$ cat src/rtl/window_read_addr_gen.sv
// Read-address generator for the IF scratchpad: walks every filter
// window of one input row, tap by tap, one circular-buffer address per beat.
module window_read_addr_gen #(
  parameter int ADDR_WIDTH   = 8,
  parameter int SIZE_WIDTH   = 8,
  parameter int STRIDE_WIDTH = 3,
  parameter int DIL_WIDTH    = 3
) (
  input  logic                    clk,
  input  logic                    rst,
  input  logic                    i_start,
  input  logic                    i_abort,
  input  logic [ADDR_WIDTH-1:0]   i_base_ptr,
  input  logic [SIZE_WIDTH-1:0]   i_row_len,
  input  logic [SIZE_WIDTH-1:0]   i_filter_size,
  input  logic [STRIDE_WIDTH-1:0] i_stride,
  input  logic [DIL_WIDTH-1:0]    i_dilation,
  output logic [ADDR_WIDTH-1:0]   o_addr,
  output logic                    o_addr_valid,
  input  logic                    i_addr_ready,
  output logic                    o_window_last,
  output logic                    o_row_last,
  output logic                    o_busy,
  output logic                    o_done,
  output logic                    o_cfg_err
);

  localparam int SPAN_W = SIZE_WIDTH + DIL_WIDTH + 1;
  localparam int WS_W   = SIZE_WIDTH + STRIDE_WIDTH + 1;
  localparam int CMP_W  = SIZE_WIDTH + DIL_WIDTH + STRIDE_WIDTH + 2;
  localparam int PROD_W = SIZE_WIDTH + DIL_WIDTH;

  typedef enum logic [1:0] {
    S_IDLE,
    S_RUN,
    S_DONE
  } state_t;

  state_t r_state;
  state_t w_state_nxt;

  logic [ADDR_WIDTH-1:0]   r_base;
  logic [SIZE_WIDTH-1:0]   r_row_len;
  logic [SIZE_WIDTH-1:0]   r_fs;
  logic [STRIDE_WIDTH-1:0] r_stride;
  logic [DIL_WIDTH-1:0]    r_dil;
  logic [SPAN_W-1:0]       r_span;
  logic [WS_W-1:0]         r_win_start;
  logic [SIZE_WIDTH-1:0]   r_tap;
  logic                    r_cfg_err;

  logic [SIZE_WIDTH-1:0] w_fs_m1;
  logic [SPAN_W-1:0]     w_span_in;
  logic                  w_cfg_bad;
  logic                  w_run;
  logic                  w_last_tap;
  logic [WS_W-1:0]       w_next_ws;
  logic                  w_row_end;
  logic                  w_accept;
  logic                  w_start;
  logic [PROD_W-1:0]     w_off;
  logic [ADDR_WIDTH-1:0] w_addr;

  // span is only meaningful for filter_size>0; zero is rejected anyway
  assign w_fs_m1   = i_filter_size - SIZE_WIDTH'(1);
  assign w_span_in = SPAN_W'(w_fs_m1) * SPAN_W'(i_dilation)
                   + SPAN_W'(1);
  assign w_cfg_bad = (i_filter_size == '0) ||
                     (i_stride == '0) ||
                     (i_dilation == '0) ||
                     (w_span_in > SPAN_W'(i_row_len));

  assign w_run      = (r_state == S_RUN);
  assign w_start    = (r_state == S_IDLE) && i_start;
  assign w_last_tap = (r_tap == r_fs - SIZE_WIDTH'(1));
  assign w_next_ws  = r_win_start + WS_W'(r_stride);
  assign w_row_end  = (CMP_W'(w_next_ws) + CMP_W'(r_span))
                    > CMP_W'(r_row_len);
  assign w_accept   = w_run && i_addr_ready && !i_abort;

  // modular sum: truncating each term first gives the same low bits
  assign w_off  = PROD_W'(r_tap) * PROD_W'(r_dil);
  assign w_addr = r_base + ADDR_WIDTH'(r_win_start)
                + ADDR_WIDTH'(w_off);

  always_ff @(posedge clk or posedge rst) begin
    if (rst) begin
      r_state <= S_IDLE;
    end else begin
      r_state <= w_state_nxt;
    end
  end

  always_comb begin
    w_state_nxt = r_state;
    unique case (r_state)
      S_IDLE: begin
        if (i_start) begin
          w_state_nxt = w_cfg_bad ? S_DONE : S_RUN;
        end
      end
      S_RUN: begin
        if (i_abort) begin
          w_state_nxt = S_IDLE;
        end else if (i_addr_ready && w_last_tap && w_row_end) begin
          w_state_nxt = S_DONE;
        end
      end
      S_DONE: begin
        w_state_nxt = S_IDLE;
      end
      default: begin
        w_state_nxt = S_IDLE;
      end
    endcase
  end

  always_ff @(posedge clk or posedge rst) begin
    if (rst) begin
      r_base      <= '0;
      r_row_len   <= '0;
      r_fs        <= '0;
      r_stride    <= '0;
      r_dil       <= '0;
      r_span      <= '0;
      r_win_start <= '0;
      r_tap       <= '0;
      r_cfg_err   <= 1'b0;
    end else if (w_start) begin
      r_base      <= i_base_ptr;
      r_row_len   <= i_row_len;
      r_fs        <= i_filter_size;
      r_stride    <= i_stride;
      r_dil       <= i_dilation;
      r_span      <= w_span_in;
      r_win_start <= '0;
      r_tap       <= '0;
      r_cfg_err   <= w_cfg_bad;
    end else if (w_accept) begin
      if (w_last_tap) begin
        r_tap       <= '0;
        r_win_start <= w_next_ws;
      end else begin
        r_tap <= r_tap + SIZE_WIDTH'(1);
      end
    end
  end

  assign o_addr        = w_run ? w_addr : '0;
  assign o_addr_valid  = w_run;
  assign o_window_last = w_run && w_last_tap;
  assign o_row_last    = w_run && w_last_tap && w_row_end;
  assign o_busy        = (r_state != S_IDLE);
  assign o_done        = (r_state == S_DONE);
  assign o_cfg_err     = (r_state == S_DONE) && r_cfg_err;

endmodule

$ cat config.mk
export PLATFORM = sky130hd
export DESIGN_NAME = window_read_addr_gen
export DESIGN_NICKNAME = d
export VERILOG_FILES = /design/src/rtl/window_read_addr_gen.sv
export SDC_FILE = /design/constraint.sdc
export NUM_CORES = 1
export LEC_CHECK = 0
export ABC_AREA = 1
export CAP_MARGIN = 30
export CORE_MARGIN = 2
export CORE_UTILIZATION = 30
export DETAILED_ROUTE_END_ITERATION = 10
export REMOVE_ABC_BUFFERS = 1
export SKIP_LAST_GASP = 1
export SYNTH_ARGS = -nofsm -noshare
export SYNTH_HDL_FRONTEND = slang
export SYNTH_SLANG_ARGS = --single-unit
$ cat constraint.sdc
create_clock -name clk -period 5.5 [get_ports clk]
set_clock_uncertainty 0.1 [all_clocks]
set_input_delay 1.1 -clock clk [delete_from_list [all_inputs] [get_ports clk]]
set_output_delay 1.1 -clock clk [all_outputs]
set_load 0.02 [all_outputs]
==> summary.md <==
The flow ran to the end, and the final reports show no timing, DRC or antenna violations. The critical path contains buffers and inverters numbering 2 combined. The flip-flop and latch count after synthesis was 64. The clock power share came out at 16.9%.

For this run, the register share of the synthesized area comes to 27.0%. The number of vias per cell after detailed routing was 4.45. Largest area contributor in the synthesized netlist: sky130_fd_sc_hd__dfrtp_1. The cell occurring most often along the worst timing path was sky130_fd_sc_hd__nand2_1. The worst setup path is captured at an output port. Entering global routing, the biggest net connects 47 pins. The master of the slowest instance on the critical path was sky130_fd_sc_hd__dfrtp_1.

The layer flagged by global routing as most heavily used is met2. The startpoint of the lowest-slack hold path was r_stride[0]. The smallest clock period supported by the final layout is computed as 5250 ps. For this block, the routed nets add up to 14200 µm of wire.

Element type at the critical path start: a flop. Power spread over the standard cell area amounts to 471 nW/µm². The part of the power in combinational logic was 59.5%. In this run switching power makes up 46.3% of total power. TritonCTS built the clock tree.

Placement-stage cell area: 6720 µm². The worst reg2reg path startpoint is r_win_start[2]. The biggest cell delay along the critical path is 400 ps, and the met1 track demand over resource in global routing is 19.8%. The count of warnings emitted by yosys is 0, and the final-layout fill cell count is 2117.

0 antenna diodes ended up in the layout. The worst setup path is of the reg -> out kind. Global routing used 1.95% of the available met3 tracks. The average instance in the mapped netlist occupies 7.24 µm².

The aggregate global-route resource usage was 14.4%; the height of the die was 145 µm. Sequential cells burn 23.6% of the power. In this run the standard cell core region covers 19400 µm². The number of iterations in the first detailed-routing pass was 4. Setup repair after global routing could not meet its margin everywhere.

Counting the buffers created by CTS gives 9. The tools report the normalized max-slew margin as 41.0%. The tools report the hold violation count in the final report as 0.

Cell chosen for the clock root: sky130_fd_sc_hd__clkbuf_16. Counting cells, the worst reg-to-reg path comes to 19. Classification of the worst-slack hold path: reg -> reg. Traced cell by cell, the critical path runs through ha_1 > or2_2 > nand2_1 > xor2_2 > ha_1 > or2_2 > nand2_1 > xnor2_1 > ha_1 > nand2_1 > nor2_1 > nand2_1 > nand3_1 > nand2_1 > nand2_1 > nand2_1 > nand2_1 > nand2_1 > nand3_1 > nand2_1 > inv_1 > dlygate4sd2_1. With fillers left out, the area of the finished cells amounts to 7070 µm². The die covers 20900 µm². Buffers placed on the I/O ports in this run total 48. The first global-routing pass estimated 23500 µm of wire. For the total count of max-transition violations in the final report, the log shows 0. The worst hold path terminates at r_stride[0]. In this run the worst setup path begins at r_win_start[2].

STA puts the critical path data required time at 4300 ps. The clock drives 64 sinks. The internal power of the cells totals 1.79 mW.

The fraction of layout instances using a drive strength above 1 is 7.44%. In this run, distinct cell masters in the synthesized netlist total 37. The run gives 4944 as the via count of the first global-routing pass. The initial antenna violation count was 0; the maximum count of clock buffers along a single path was 2.

The run gives 51 as the number of rows in the core area. In this run the cell area of the synthesized design comes to 5920 µm². The H-tree was split into 3 levels.

In this run the biggest area consumer among cell types represents 27.0% of the synthesized area. After detailed routing, the average wire length per cell comes to 12.5 µm. The total overflow left after global routing is 0.

During I/O placement, the number of pins put on the boundary was 49. The tools report the number of DRC violations after detailed routing as 0. Max-cap violations in this run came to 0.

The slew at the pin with the worst max-slew slack came out at 884 ps. Across the VDD grid, the largest voltage drop is 199 µV. In this run, the number of DRC markers left after iteration 0 of detailed routing was 303. Grouping stages by cell kind, the critical path spends the most delay in simple AND/OR/NAND/NOR gates.

The reg2reg setup slack came out at 1740 ps. The logs give 0.863 for the routability-driven placement congestion ratio and 0 for the antenna violation net count after detailed routing. In this run the horizontal extent of the chip is 145 µm. The endpoint identified for the worst register-to-register timing path is r_state[1]. Dividing the final minimum period by the clock period gives 95.4%. The cell depth of the worst min-delay path was 2. In the final design database the tool counted 986 nets.

Across all layers, the routed design uses 5064 vias. Counting every instance in the synthesized netlist gives 818. The setup violation total in the final timing report was 0; the arrival time reported for the critical path endpoint was 4050 ps. For the switching power, the log shows 1.54 mW.

The clock latency reported for the late side of the worst-skew pair is 330 ps. Clock-pin slew was measured on the worst setup and hold paths at 50 ps. Sorting the synthesized cells by area gives the leading types as sky130_fd_sc_hd__dfrtp_1, sky130_fd_sc_hd__nand2_1, sky130_fd_sc_hd__ha_1, sky130_fd_sc_hd__fa_1, sky130_fd_sc_hd__inv_1. From synthesis to final layout, the design area changed by 19.4%. The run gives 3.67 nW as the leakage power of the design. The maximum fanout count along the critical path works out to 5. After legalization and detailed placement, the total HPWL measured 11400 µm. In the global route stage, met2 resource usage came out at 23.5%. Timing would allow up to 191 MHz. The setup TNS after final layout is 0 ps. Once the floorplan was initialized, standard cells occupied 30.5% of the core.
synth_stat cells:
master / count
sky130_fd_sc_hd__a21o_1: 1
sky130_fd_sc_hd__nor3_2: 2
sky130_fd_sc_hd__buf_6: 3
sky130_fd_sc_hd__a31oi_1: 2
sky130_fd_sc_hd__xnor2_1: 17
sky130_fd_sc_hd__or2_0: 1
sky130_fd_sc_hd__buf_2: 5
sky130_fd_sc_hd__buf_4: 1
sky130_fd_sc_hd__clkinv_1: 1
sky130_fd_sc_hd__o21ai_0: 39
sky130_fd_sc_hd__nor3_1: 8
sky130_fd_sc_hd__inv_2: 1
sky130_fd_sc_hd__xor2_1: 27
sky130_fd_sc_hd__o21a_1: 1
sky130_fd_sc_hd__nor2_2: 1
sky130_fd_sc_hd__clkbuf_1: 8
sky130_fd_sc_hd__or2_2: 5
sky130_fd_sc_hd__o21ai_2: 12
sky130_fd_sc_hd__nand4_1: 8
sky130_fd_sc_hd__nor3b_1: 1
sky130_fd_sc_hd__xnor3_2: 1
sky130_fd_sc_hd__o21bai_1: 1
sky130_fd_sc_hd__nor2_4: 1
sky130_fd_sc_hd__nand2_1: 253
sky130_fd_sc_hd__nor2_1: 68
sky130_fd_sc_hd__o22ai_1: 3
sky130_fd_sc_hd__nand2_2: 2
sky130_fd_sc_hd__o32ai_1: 1
sky130_fd_sc_hd__fa_1: 26
sky130_fd_sc_hd__o21ai_4: 1
sky130_fd_sc_hd__ha_1: 55
sky130_fd_sc_hd__inv_1: 133
sky130_fd_sc_hd__dfrtp_1: 64
sky130_fd_sc_hd__nand3b_1: 1
sky130_fd_sc_hd__nand3_2: 1
sky130_fd_sc_hd__nand3_1: 36
sky130_fd_sc_hd__a21oi_1: 27
per-layer routing:
layer	share of wire, %	routed length (µm)	vias to the layer above
met5	0	0	-
met4	1.5	218	0
met3	2.9	415	14
met2	46	6500	79
met1	50	7070	2327
li1	-	-	2644
state kept, by name, summed over array words and instances (netlist names):
signal / flops
r_base: 8
r_fs: 8
r_dil: 3
r_span: 11
r_row_len: 8
r_win_start: 12
r_state: 2
r_stride: 3
r_tap: 8
r_cfg_err: 1
cell usage in the layout (no fill, tap or decap), drive strengths merged:
master / instances
nor2: 70
nand3: 37
o21a: 1
clkbuf: 13
bufinv: 1
a31oi: 2
ha: 55
nand2: 255
xnor3: 1
xnor2: 17
nand3b: 1
o22ai: 3
o21ai: 52
inv: 134
o32ai: 1
clkinvlp: 1
clkdlybuf4s50: 44
xor2: 27
a21oi: 27
a21o: 1
nor3: 10
or2: 6
dfrtp: 64
nand4: 8
buf: 10
dlymetal6s2s: 1
fa: 26
clkinv: 2
o21bai: 1
dlygate4sd2: 2
nor3b: 1
per-stage QoR:
step	setup slack [ps]	instances	utilization [%]	power [mW]	hold slack, ps
floorplan	775	801	-	2.18	348
global placement	98.9	1123	34.6	2.67	364
detailed placement	49.5	1123	34.6	2.69	367
CTS	59.7	1138	36.2	3.29	381
global route	-28.9	1139	36.5	3.69	398
finish	251	1139	36.5	3.33	380
tightest hold or removal path: stages (launching register included):
cell and delay, ps:
sky130_fd_sc_hd__dfrtp_1 340, sky130_fd_sc_hd__nand2_1 50, sky130_fd_sc_hd__nand2_1 50
worst max path at each step:
| stage | cells past startpoint | to | slack (ps) |
|---|---|---|---|
| floorplan | 22 | r_cfg_err | 780 |
| global placement | 23 | r_cfg_err | 100 |
| detailed placement | 23 | r_cfg_err | 50 |
| CTS | 16 | o_addr[7] | 60 |
| global route | 22 | o_row_last | -30 |
| finish | 22 | o_row_last | 250 |
area by class of cell:
class | count | area, µm² | area share (%)
multi-input combinational | 602 | 3790 | 53.6
clock buffer | 12 | 246 | 3.49
clock inverter | 3 | 42.5 | 0.602
timing repair buffer | 58 | 551 | 7.78
tap | 265 | 332 | 4.69
inverter | 135 | 507 | 7.17
sequential | 64 | 1610 | 22.7
cell families after synthesis:
| kind of cell | count (synthesis) | synth area share [%] |
|---|---|---|
| buffers and inverters | 152 | 10.2 |
| XOR/XNOR | 45 | 6.91 |
| AND/OR/NAND/NOR | 388 | 26.8 |
| adder cells (fa/ha/maj) | 81 | 20.4 |
| flip-flops | 64 | 27.0 |
| AO/OA/AOI/OAI | 88 | 8.68 |
power groups by stage:
stage | Clock (mW) | Sequential, mW | Combinational, mW
2_1_floorplan | 0 | 0.755 | 1.43
3_3_place_gp | 0 | 0.785 | 1.89
3_5_place_dp | 0 | 0.788 | 1.91
4_1_cts | 0.578 | 0.782 | 1.93
5_1_grt | 0.599 | 0.810 | 2.29
6_report | 0.562 | 0.784 | 1.98
what timing repair did:
item	4_1_cts	5_1_grt
hold buffers	0	0
endpoints found under the setup margin	3	7
pin swaps	0	1
resized for setup	5	14
setup buffers	0	1
No activity file was read; power rests on OpenSTA's default activity.
